--- src/rtl/rv32i_mem_top.sv ---
// RV32I memory-access stage: drives the data-RAM port, registers the execute
// payload for writeback and formats RAM read data into the load result.
module rv32i_mem_top #(
    parameter int ADDR_W = 14
) (
    input  logic              clk,
    input  logic              reset,
    input  logic [31:0]       pc_in,
    input  logic [31:0]       iw_in,
    input  logic [31:0]       alu_in,
    input  logic [31:0]       rs2_data_in,
    input  logic [4:0]        wb_reg_in,
    input  logic              wb_en_in,
    input  logic [1:0]        src_sel_in,
    input  logic [31:0]       memif_rdata,
    output logic [ADDR_W-1:0] memif_addr,
    output logic              memif_we,
    output logic [3:0]        memif_be,
    output logic [31:0]       memif_wdata,
    output logic [31:0]       pc_out,
    output logic [31:0]       iw_out,
    output logic [31:0]       alu_out,
    output logic [4:0]        wb_reg_out,
    output logic              wb_en_out,
    output logic [1:0]        src_sel_out,
    output logic [31:0]       ld_data,
    output logic              df_mem_enable,
    output logic [4:0]        df_mem_reg,
    output logic [31:0]       df_mem_data,
    output logic              ld_pending,
    output logic              misalign_err
);

    localparam logic [6:0]  OP_LOAD  = 7'b0000011;
    localparam logic [6:0]  OP_STORE = 7'b0100011;
    localparam logic [31:0] NOP      = 32'h0000_0013;

    logic       is_load;
    logic       is_store;
    logic       misaligned;
    logic [2:0] f3;
    logic [1:0] off;
    logic [2:0] ld_f3;
    logic [1:0] ld_off;

    assign is_load  = (iw_in[6:0] == OP_LOAD);
    assign is_store = (iw_in[6:0] == OP_STORE);
    assign f3       = iw_in[14:12];
    assign off      = alu_in[1:0];

    always_comb begin
        misaligned = 1'b0;
        case (f3[1:0])
            2'b01:   misaligned = off[0];
            2'b10:   misaligned = (off != 2'b00);
            default: misaligned = 1'b0;
        endcase
    end

    // The RAM read is issued every cycle; only the write side is qualified.
    assign memif_addr = alu_in[ADDR_W+1:2];

    always_comb begin
        memif_be    = 4'b0000;
        memif_wdata = 32'h0000_0000;
        if (is_store) begin
            case (f3[1:0])
                2'b00: begin
                    memif_be    = 4'b0001 << off;
                    memif_wdata = {4{rs2_data_in[7:0]}};
                end
                2'b01: begin
                    memif_be    = off[1] ? 4'b1100 : 4'b0011;
                    memif_wdata = {2{rs2_data_in[15:0]}};
                end
                default: begin
                    memif_be    = 4'b1111;
                    memif_wdata = rs2_data_in;
                end
            endcase
        end
    end

    assign memif_we = is_store & ~misaligned & reset;

    always_ff @(posedge clk or negedge reset) begin
        if (!reset) begin
            pc_out       <= 32'h0000_0000;
            iw_out       <= NOP;
            alu_out      <= 32'h0000_0000;
            wb_reg_out   <= 5'd0;
            wb_en_out    <= 1'b0;
            src_sel_out  <= 2'd0;
            ld_f3        <= 3'd0;
            ld_off       <= 2'd0;
            misalign_err <= 1'b0;
        end else begin
            pc_out       <= pc_in;
            iw_out       <= iw_in;
            alu_out      <= alu_in;
            wb_reg_out   <= wb_reg_in;
            wb_en_out    <= wb_en_in & ~(is_load & misaligned);
            src_sel_out  <= src_sel_in;
            ld_f3        <= f3;
            ld_off       <= off;
            misalign_err <= misalign_err | ((is_load | is_store) & misaligned);
        end
    end

    // Read data arrives one cycle late, so it is steered by the registered f3/offset.
    always_comb begin
        logic [7:0]  sel_byte;
        logic [15:0] sel_half;
        sel_byte = memif_rdata[7:0];
        case (ld_off)
            2'd0:    sel_byte = memif_rdata[7:0];
            2'd1:    sel_byte = memif_rdata[15:8];
            2'd2:    sel_byte = memif_rdata[23:16];
            default: sel_byte = memif_rdata[31:24];
        endcase
        sel_half = ld_off[1] ? memif_rdata[31:16] : memif_rdata[15:0];
        case (ld_f3)
            3'b000:  ld_data = {{24{sel_byte[7]}}, sel_byte};
            3'b100:  ld_data = {24'h000000, sel_byte};
            3'b001:  ld_data = {{16{sel_half[15]}}, sel_half};
            3'b101:  ld_data = {16'h0000, sel_half};
            default: ld_data = memif_rdata;
        endcase
    end

    assign df_mem_enable = wb_en_in & ~is_load;
    assign df_mem_reg    = wb_reg_in;
    assign df_mem_data   = alu_in;
    assign ld_pending    = is_load & wb_en_in;

endmodule

--- config.mk ---
export PLATFORM = sky130hd
export DESIGN_NAME = rv32i_mem_top
export DESIGN_NICKNAME = d
export VERILOG_FILES = /design/src/rtl/rv32i_mem_top.sv
export SDC_FILE = /design/constraint.sdc
export NUM_CORES = 1
export LEC_CHECK = 0
export CORE_AREA = 2 2 153 155
export CTS_CLUSTER_SIZE = 16
export DETAILED_ROUTE_END_ITERATION = 10
export DIE_AREA = 0 0 155 157
export GPL_TIMING_DRIVEN = 0
export PLACE_DENSITY = 0.56
export SLEW_MARGIN = 10
export SYNTH_ARGS = -nofsm -noshare
export SYNTH_HDL_FRONTEND = slang
export SYNTH_SLANG_ARGS = --single-unit
--- constraint.sdc ---
create_clock -name clk -period 4.3 [get_ports clk]
set_input_delay 1.075 -clock clk [delete_from_list [all_inputs] [get_ports clk]]
set_output_delay 1.075 -clock clk [all_outputs]
set_load 0.05 [all_outputs]
Word-level counts from Yosys, hierarchy flattened
Cells that the tools add are included.
- bits in registers: 110
- logic and storage cells: 44
- reduce and logical (&&, ||, !) cells: 4
- bitwise operators: 12
- mux-type cells: 9
- shift-type cells: 1
- equality and inequality tests: 9
- operators with widths (cell ; number):
    case mux 32 bit (4 select lines) ; 1
    case mux 32 bit (2 select lines) ; 1
    2-to-1 mux 32 bit ; 1
    case mux 8 bit (3 select lines) ; 1
    2-to-1 mux 16 bit ; 1
    2-to-1 mux 4 bit ; 2
    case mux 4 bit (2 select lines) ; 1
    AND 1 bit ; 7
    equality test 7 x 2 -> 1 bit (second input constant) ; 1
    equality test 7 x 6 -> 1 bit (second input constant) ; 1
    equality test 3 bit (second input constant) ; 2
    equality test 2 x 1 -> 1 bit (second input constant) ; 2
    equality test 2 bit (second input constant) ; 2
    logical NOT 2 bit ; 2
    << shifter 1 x 2 -> 4 bit (first input constant) ; 1
    equality test 3 x 1 -> 1 bit (second input constant) ; 1
    logical NOT 3 bit ; 1
    inverter 1 bit ; 3
    bitwise OR 1 bit ; 2
    case mux 1 bit (2 select lines) ; 1
    nonzero test 2 bit ; 1

Longest topological paths before layout
Gate-level depths: netlist of the first run.
- depth after elaboration: 5
- mapped depth: 8
- mapped depth without buffers: 6

Least setup slack after synthesis of the first run
No wires, ideal clock.
- path type: input port to output port
- from: input port iw_in[12]
- to: output port memif_wdata[10]
- data arrival time: 3.192 ns
- setup slack: 0.033 ns
- stages: 7
- cells stage by stage: inv_1 ha_1 buf_2 or2_2 clkbuf_1 buf_2 a211oi_1
- word-level cells in the longest chain between the ends: 3
- elaborated cells between the ends (all ways): 4
- RTL lines (element ; RTL line ; source):
    from (decl) ; 9 ; input logic [31:0] iw_in,
    equality test 2 x 1 -> 1 bit / logical NOT 2 bit (equally long branches) ; 67 ; case (f3[1:0])
    case mux 32 bit (2 select lines) (*) ; 67 ;
    2-to-1 mux 32 bit (*) ; 66 ; if (is_store) begin
    to (decl) ; 19 ; output logic [31:0] memif_wdata,
Every way passes the cells marked *; elsewhere a longest branch is shown, timed or not.

Worst setup path in the final report of the first run
- from: input port iw_in[2]
- to: output port memif_we
- word-level cells in the longest chain between the ends: 3
- RTL lines (element ; RTL line ; source):
    equality test 7 x 6 -> 1 bit ; 47 ; assign is_store = (iw_in[6:0] == OP_STORE);
    AND 1 bit (2 in series) ; 84 ; assign memif_we = is_store & ~misaligned & reset;
    to (decl) ; 17 ; output logic memif_we,
Every way passes these cells.

==> flow_metrics.env, run 1 <==
export IMPL_path_cells="clkdlybuf4s50_1, nor4_2, nand3_1, nor2_2, and3_1, clkdlybuf4s15_2"
export IMPL_yosysSeqAreaShare=0.588
export IMPL_pwr_share_seq=0.366
export IMPL_die_area_mm2=0.0243
export IMPL_grt_pass1_vias=4706
export IMPL_crit_slowest_cell="clkdlybuf4s50_1"
export IMPL_cts_buffers_inserted=9
export IMPL_fin_hold_ws_ps=506
export IMPL_wl_per_cell_um=18.6
export IMPL_syn_nets=551
export IMPL_syn_area_mm2=0.00448
export IMPL_io_pins=397
export IMPL_vias=4475
export IMPL_synth_compound_area_share=0.131
export IMPL_wirelength_um=20000
export IMPL_power_frac_comb=0.334
export IMPL_cpPeakStageDelay_ps=470
export IMPL_num_rows=55
export IMPL_via_per_inst=4.16
export IMPL_gp_congestion=0.809
export IMPL_worstSkewPairLatency_ps=350
export IMPL_synth_area_leaders="dfrtp_1 (57%), buf_4 (8.5%), mux4_1 (4.1%), nor2_1 (3.0%), nand2_1 (2.8%)"
export IMPL_synth_edf_count=0
export IMPL_vdd_ir_drop_worst_v=0.000158
export IMPL_p_int_uw=1830
export IMPL_cp_required_ps=3220
export IMPL_synth_xor_area_frac=0
export IMPL_finalHoldViolations=0
export IMPL_status="finished clean"
export IMPL_areaGrowthSynthToFinish_pct=101
export IMPL_syn_mean_instance_area_um2=11.8
export IMPL_r2r_start="misalign_err$_DFF_PN0_"
export IMPL_path_max_fanout=9
export IMPL_p_switching_uw=1050
export IMPL_synthSimpleGateAreaFrac=0.0975
export IMPL_power_total_uw=2880
export IMPL_start_util=0.199
export IMPL_p_per_area_mw_per_mm2=319
export IMPL_ys_seq_elements=105
export IMPL_die_x_um=155
export IMPL_slew_headroom=0.580
export IMPL_yosys_area_top_type="dfrtp_1"
export IMPL_path_clk_slew_ps=80
export IMPL_cts_sinks=105
export IMPL_grt_usage=0.160
export IMPL_finalInstanceArea_mm2=0.00902
export IMPL_worst_pin_slew_ps=630
export IMPL_grt_pass1_wl_um=29000
export IMPL_ant_nets=0
export IMPL_max_cap_violations=0
export IMPL_cp_end_kind="output pin"
export IMPL_nFillCells=2192
export IMPL_rsz0062_at_grt="true"
export IMPL_synthCells=378
export IMPL_hp_start="misalign_err$_DFF_PN0_"
export IMPL_ys_warn_count=0
export IMPL_fin_crit_sh=0.983
export IMPL_synth_top_area_frac=0.570
export IMPL_power_leakage_uw=0.00395
export IMPL_final_nets=958
export IMPL_hold_class="reg2reg"
export IMPL_muxShareOfSynthArea=0.0500
export IMPL_startpoint="iw_in[2]"
export IMPL_min_period_ps=4230
export IMPL_synth_adder_area_share=0.00838
export IMPL_port_buffers=396
export IMPL_dp_hpwl_um=16200
export IMPL_cts_max_path_buffers=2
export IMPL_whs_path_depth=1
export IMPL_cts_max_level=3
export IMPL_setup_viol=0
export IMPL_synthFlopType="dfrtp_1"
export IMPL_reg2reg_depth=1
export IMPL_remaining_drc_errors=0
export IMPL_finClkSkew_ps=0
export IMPL_tritoncts="yes"
export IMPL_crit_arrival_ps=3150
export IMPL_max_freq_ghz=0.236
export IMPL_firstDrtPassIters=4
export IMPL_overflow=0
export IMPL_p_sw_frac=0.364
export IMPL_grt_max_degree=56
export IMPL_critical_path_class="in2out"
export IMPL_initialDrtViolationCount=208
export IMPL_synth_top_family_by_area="compound AO/OA/AOI/OAI gates"
export IMPL_dieHeight_um=157
export IMPL_post_cts_setup_buffers=0
export IMPL_drv_slew=0
export IMPL_async_flop_share=1.00
export IMPL_critPathLaunchType="primary input"
export IMPL_antenna_found_initial=2
export IMPL_cts_root_buf="clkbuf_16"
export IMPL_drive_gt1_frac=0.177
export IMPL_core_mm2=0.0225
export IMPL_place_area_mm2=0.00883
export IMPL_clkPwrFrac=0.300
export IMPL_synth_cell_type_count=40
synthesized netlist by cell type, types with 2 or more instances:
master	n
dfrtp_1	102
buf_4	51
nor2_1	36
nand2_1	33
a211oi_1	16
inv_1	15
a21oi_1	13
o21ai_0	13
a22oi_1	9
and2_1	9
a311oi_1	7
buf_2	7
clkbuf_1	7
mux4_1	7
a221o_1	6
a22o_1	6
buf_6	5
mux2i_1	4
dfstp_2	3
ha_1	3
nand2_2	3
nor2b_1	2
nor4_2	2
o21bai_1	2
o22a_1	2
sequential cells by signal (all words and copies together) (netlist names):
| name | flops |
|---|---|
| ld_off | 1 |
| alu_out | 31 |
| wb_en_out | 1 |
| misalign_err | 1 |
| ld_f3 | 2 |
| src_sel_out | 2 |
| iw_out | 30 |
| wb_reg_out | 5 |
| pc_out | 32 |
worst max-delay path: cells and delay by family:
kind	cells	cell delay (ps)
and+or+nand+nor	4	1230
buffers and inverters	2	850
stage by stage:
stage          setup TNS [ps]  utilization  instances  setup WS [ps]
5_1_grt                 -97.0        0.401       1076          -46.1
3_3_place_gp          -255160        0.391       1059          -3500
4_1_cts                 -79.4        0.402       1075          -59.6
2_1_floorplan               0            -        378           32.8
6_report                    0        0.401       1076           71.5
3_5_place_dp           -22670        0.392       1060           -672
power by group through the flow:
stage | Combinational (uW) | Sequential, uW | Clock, uW
final | 963 | 1050 | 866
after CTS | 970 | 1050 | 912
after detailed placement | 982 | 1070 | 0
after global routing | 1010 | 1060 | 946
after floorplan | 342 | 1260 | 0
after global placement | 978 | 1070 | 0
path summary, 6_finish.rpt:
check	endpoint	slack, ps
setup / recovery	memif_we	70
hold / removal	misalign_err$_DFF_PN0_	510
setup reg to reg	misalign_err$_DFF_PN0_	3640
hold reg to reg	misalign_err$_DFF_PN0_	510
max in group asynchronous	iw_out[1]$_DFF_PN1_	2930
min in group asynchronous	alu_out[29]$_DFF_PN0_	670
what timing repair did:
action	4_1_cts	5_1_grt
hold buffers	0	0
resized for setup	184	57
setup endpoints to repair	62	36
endpoints found under the hold margin	0	0
layout make-up:
type | count | area [um2] | share of cell area
repair buffers | 397 | 3850 | 0.426
flip-flops and latches | 105 | 2630 | 0.292
multi-input cells | 187 | 1310 | 0.145
plain buffers | 69 | 507 | 0.0562
well taps | 285 | 357 | 0.0395
clock buffers | 9 | 225 | 0.0250
clock inverters | 7 | 80.1 | 0.00888
inverters | 16 | 60.1 | 0.00666
diodes | 1 | 2.50 | 0.000277
cell usage in the layout, fill, tap and decap left out, types with 7 or more instances in the layout:
cell	n
a211oi_1	14
a21oi_1	13
a22oi_1	9
a311oi_1	7
and2_1	9
buf_2	17
buf_4	63
clkbuf_16	9
clkbuf_2	8
clkdlybuf4s50_1	331
dfrtp_1	102
dlygate4sd2_1	24
inv_1	15
mux4_1	7
nand2_1	33
nor2_1	34
o21ai_0	13
logic make-up after synthesis:
family | Yosys count
flops | 105
fa+ha+maj | 3
simple gates | 94
mux | 11
compound gates | 79
buf+inv | 86
per-layer routing:
metal  vias to the layer above  GRT usage  wire, um
met2                       240      0.281     10200
li1                       2070          -         -
met3                        20     0.0631      2020
met1                      2145      0.178      7450
met4                         0     0.0503       381
met5                         -          0         0
No activity file was read; power rests on OpenSTA's default activity.
==> inputs of run 2 (changes only) <==
- SLEW_MARGIN: 10 -> unset
==> results of run 2 <==
No change in the layout: final DEF, timing and power equal those of run 1.
